`src/rtl/barrel_pkg.sv`:
```
// Shared constants for the registered logical barrel shifter.
package barrel_pkg;
  localparam int unsigned DEFAULT_WIDTH = 8;
  localparam logic SHIFT_LEFT  = 1'b1;
  localparam logic SHIFT_RIGHT = 1'b0;
endpackage

```
`src/rtl/barrel_stage.sv`:
```
// One cascaded shift stage: passes data through or shifts it by 2^K with zero fill.
module barrel_stage
  import barrel_pkg::*;
#(
  parameter int unsigned WIDTH = DEFAULT_WIDTH,
  parameter int unsigned K     = 0
) (
  input  logic [WIDTH-1:0] i_data,
  input  logic             i_en,
  input  logic             i_lr,
  output logic [WIDTH-1:0] o_data
);
  localparam int unsigned SH = 1 << K;

  always_comb begin
    o_data = i_data;
    if (i_en) begin
      if (i_lr == SHIFT_LEFT) o_data = i_data << SH;
      else                    o_data = i_data >> SH;
    end
  end
endmodule

```
`src/rtl/barrel_bh.sv`:
```
// Registered logical barrel shifter: log2(WIDTH) shift stages feeding one output register.
module barrel_bh
  import barrel_pkg::*;
#(
  parameter int unsigned WIDTH = DEFAULT_WIDTH,
  localparam int unsigned SHW  = $clog2(WIDTH)
) (
  input  logic             clk,
  input  logic             rst,
  input  logic [WIDTH-1:0] In,
  input  logic [SHW-1:0]   n,
  input  logic             Lr,
  output logic [WIDTH-1:0] Out
);
  logic [WIDTH-1:0] w_stage [0:SHW];
  logic [WIDTH-1:0] r_out;

  assign w_stage[0] = In;

  // Stage k consumes bit k of the shift amount.
  for (genvar k = 0; k < SHW; k++) begin : g_stage
    barrel_stage #(.WIDTH(WIDTH), .K(k)) u_stage (
      .i_data (w_stage[k]),
      .i_en   (n[k]),
      .i_lr   (Lr),
      .o_data (w_stage[k+1])
    );
  end

  always_ff @(posedge clk) begin
    if (rst) r_out <= '0;
    else     r_out <= w_stage[SHW];
  end

  assign Out = r_out;
endmodule

```
`config.mk`:
```
export PLATFORM = sky130hd
export DESIGN_NAME = barrel_bh
export DESIGN_NICKNAME = d
export VERILOG_FILES = /design/src/rtl/barrel_pkg.sv /design/src/rtl/barrel_stage.sv /design/src/rtl/barrel_bh.sv
export SDC_FILE = /design/constraint.sdc
export NUM_CORES = 1
export LEC_CHECK = 0
export ABC_AREA = 1
export ABC_CLOCK_PERIOD_IN_PS = 1100
export CORE_MARGIN = 5
export CORE_UTILIZATION = 45
export DETAILED_ROUTE_END_ITERATION = 7
export PLACE_DENSITY = 0.84
export SLEW_MARGIN = 20
export SYNTH_ARGS = -nofsm -noshare
export SYNTH_HDL_FRONTEND = slang
export SYNTH_HIERARCHICAL = 1
export SYNTH_SLANG_ARGS = --single-unit
```
`constraint.sdc`:
```
create_clock -name clk -period 1.1 [get_ports clk]
set_input_delay 0.165 -clock clk [delete_from_list [all_inputs] [get_ports clk]]
set_output_delay 0.165 -clock clk [all_outputs]
set_load 0.02 [all_outputs]
```
# Word-level counts from Yosys, hierarchy flattened
# Cells that the tools add are included.
# Widths: inputs -> output; s select.
# op_classes
addsub,0
mul,0
div_mod_pow,0
magnitude_cmp,0
n_eq_ne,0
shifts,0
muxes,6
bitwise_logic,0
reduce_logical,0
# ops
operator,count
$mux 8,6
# word_totals
reg_bits,8
latchBits,0
ram_bits,0
romBits,0
input_bits,14
word_cells,7
n_memories,0

# Longest topological paths before layout
# depth
word_depth,6
mapped_depth,13
mapped_depth_nobuf,12

# Cells and area by module
# Netlist, hierarchy kept.
# modules_own_cells
module,n_inst,cells_each,area_each_um2,seq_area_each_um2
barrel_bh,1,25,231.5,160.2
barrel_stage at g_stage[0].u_stage,1,46,206.4,0.0
barrel_stage at g_stage[1].u_stage,1,39,171.4,0.0
barrel_stage at g_stage[2].u_stage,1,27,118.9,0.0

# Worst setup path after synthesis
# No wires, ideal clock.
# synth_path
path_type,input -> register
start,in Lr
end,"reg r_out[1], in the netlist Out[1]"
setup_ns,0.111
arrival_ns,0.898
path_slack_ns,0.091
stages,13
path_buffers,1
cell_sequence,buf_6 inv_6 nand2_1 nand3_1 nand2_1 inv_1 nand2_1 nand3_1 nand2_1 nand3_1 nand2_1 inv_1 nor2_1
# synth_lines
item,line,rtl
from (decl),barrel_bh.sv:12,"input logic Lr,"
to (signal assigned),barrel_bh.sv:32,else r_out <= w_stage[SHW];
to (decl),barrel_bh.sv:16,logic [WIDTH-1:0] r_out;

==> flow_metrics.env <==
export IMPL_clk_pin_slew_worst_paths_ps=50
export IMPL_dieHeight_um=50.23
export IMPL_hpwl_um=1396
export IMPL_synth_edf_count=0
export IMPL_yosysMostFrequentCell="nand2_1"
export IMPL_grt_pass1_vias=866
export IMPL_tightest_slew_ps=250.2
export IMPL_maxCapViolCount=0
export IMPL_port_buffers=21
export IMPL_ioPinCount=22
export IMPL_via_count=919
export IMPL_syn_num_nets=151
export IMPL_syn_to_final_growth_pct=54.30
export IMPL_synthTopCellsByArea="nand2_1 28%, dfxtp_1 22%, nand3_1 16%"
export IMPL_track_usage_pct=14.67
export IMPL_rows=14
export IMPL_ys_warn_count=6
export IMPL_clock_sinks=8
export IMPL_period_share_pct=97.58
export IMPL_drive_above_1_share_pct=32.74
export IMPL_ir_drop_mv=0.3368
export IMPL_yosysUniqueCellTypes=13
export IMPL_place_congestion=0.7756
export IMPL_grt_overflow=0
export IMPL_fin_area_mm2=0.001124
export IMPL_fmax_mhz=931.6
export IMPL_syn_inst=137
export IMPL_nNetsFinal=184
export IMPL_coreArea_mm2=0.001524
export IMPL_dieArea_mm2=0.002523
export IMPL_cts_max_path_buffers=2
export IMPL_grt_antenna_before_repair=0
export IMPL_finalWirelength_um=2050
export IMPL_crit_fanout=4
export IMPL_fin_util_pct=73.73
export IMPL_drt_antenna_violating_nets=0
export IMPL_yosys_area_top_type_share_pct=27.84
export IMPL_syn_area_per_cell_um2=5.315
export IMPL_synth_seq_cells=8
export IMPL_status="finished, final reports clean"
export IMPL_leakagePower_nw=0.6607
export IMPL_fillers=137
export IMPL_synthArstFlopShare_pct=0
export IMPL_vias_per_cell=4.995
export IMPL_synth_ff_type="dfxtp_1"
export IMPL_max_slew_margin_pct=83.27
export IMPL_grt_max_degree=10
export IMPL_worstSetupEndpointType="flop"
export IMPL_cts_root_buf="clkbuf_4"
export IMPL_finalMaxSlewViolations=0
export IMPL_startpoint_type="input port"
export IMPL_wire_per_inst_um=11.14
export IMPL_setup_violations=0
export IMPL_largest_register_ffs=8
export IMPL_yosysSeqAreaShare_pct=21.99
export IMPL_drt_iter0_drc=13
export IMPL_cts_tree="done"
export IMPL_worstSetupPathType="in2reg"
export IMPL_min_period_ps=1073
export IMPL_ctsHoldBuffers=0
export IMPL_crit_required_ps=1280
export IMPL_synthTopCellsByCount="54 x nand2_1, 27 x inv_1, 24 x nand3_1"
export IMPL_place_area_um2=983.4
export IMPL_die_w_um=50.23
export IMPL_drt_first_pass_iters=4
export IMPL_rsz0062_at_grt="true"
export IMPL_cts_buffers=3
export IMPL_insertedDiodeCount=0
export IMPL_hold_path_class="in2reg"
export IMPL_crit_arrival_ps=1260
export IMPL_htreeDepth=1
export IMPL_drc=0
export IMPL_yosysTopAreaCell="nand2_1"
export IMPL_synth_area_um2=728.2
export IMPL_final_hold_violation_count=0
export IMPL_initial_core_util_pct=47.78
export IMPL_grt_pass1_wl_um=3042
export IMPL_powerDensity_mw_per_mm2=827.7
[cells by family (layout without fill, tap and decap cells)]
kind of cell	count (synthesis)	after routing	synth area share, %
flops	8	8	21.99
simple gates	88	88	50.17
buf+inv	35	66	23.71
compound gates	6	6	4.124
[report_power, final]
| group | leakage, nW | switching [mW] | internal, mW |
|---|---|---|---|
| combinational | 0.581 | 0.232 | 0.176 |
| sequential | 0.0657 | 0.00325 | 0.309 |
| clock | 0.0138 | 0.0856 | 0.124 |
[placed cells by master, fill, tap and decap left out, drive strengths merged]
cell type	instances
inv	30
o21ai	6
nand2	56
bufbuf	1
nand3	24
dfxtp	8
buf	12
dlygate4sd2	16
nor2	8
clkdlybuf4s15	1
clkbuf	4
clkdlybuf4s50	2
[final timing paths]
kind	startpoint	end	slack (ps)	cells after the start
max	Lr	Out[7]	30	13
min	Lr	Out[4]	590	7
[per-stage QoR]
stage | power [mW] | worst slack (ps) | hold WS (ps) | cells | setup TNS [ps]
2_1_floorplan | 0.5298 | 91.45 | 344.5 | 137 | 0
3_3_place_gp | 0.6560 | -500.2 | 874.5 | 178 | -3899
3_5_place_dp | 0.6656 | -551.2 | 877.2 | 178 | -4180
4_1_cts | 0.8793 | 3.227 | 563.3 | 183 | 0
5_1_grt | 0.9987 | -56.54 | 627.4 | 184 | -186.5
6_report | 0.9300 | 26.62 | 586.5 | 184 | 0
[repair_timing]
| item | 4_1_cts | 5_1_grt |
|---|---|---|
| endpoints found under the hold margin | 0 | 0 |
| gates cloned | 1 | 0 |
| endpoints found under the setup margin | 16 | 8 |
| pin swaps | 12 | 17 |
| setup buffers | 1 | 1 |
| resized for setup | 32 | 34 |
[critical path: stages]
cell and delay [ps]:
buf_4 130, bufbuf_16 260, nand2_2 60, nand3_2 70, nand2_2 90, inv_1 40, nand2_1 80, nand3_2 70
nand2_2 80, nand3_2 50, nand2_1 50, inv_1 30, nor2_1 80
[per-layer routing]
metal	global-route usage [%]	wire length [µm]
met5	0	0
met1	12.41	720
met3	2.071	116
met2	30.33	1179
met4	9.170	34
[final cells by class]
cell class | count | area (µm²) | share of cell area, %
Tap cell | 16 | 20.02 | 1.782
Clock buffer | 3 | 22.52 | 2.004
Multi-Input combinational cell | 94 | 486.7 | 43.32
Inverter | 30 | 120.1 | 10.69
Sequential cell | 8 | 160.2 | 14.25
Timing Repair Buffer | 33 | 314.1 | 27.95
No activity file was read; power rests on OpenSTA's default activity.
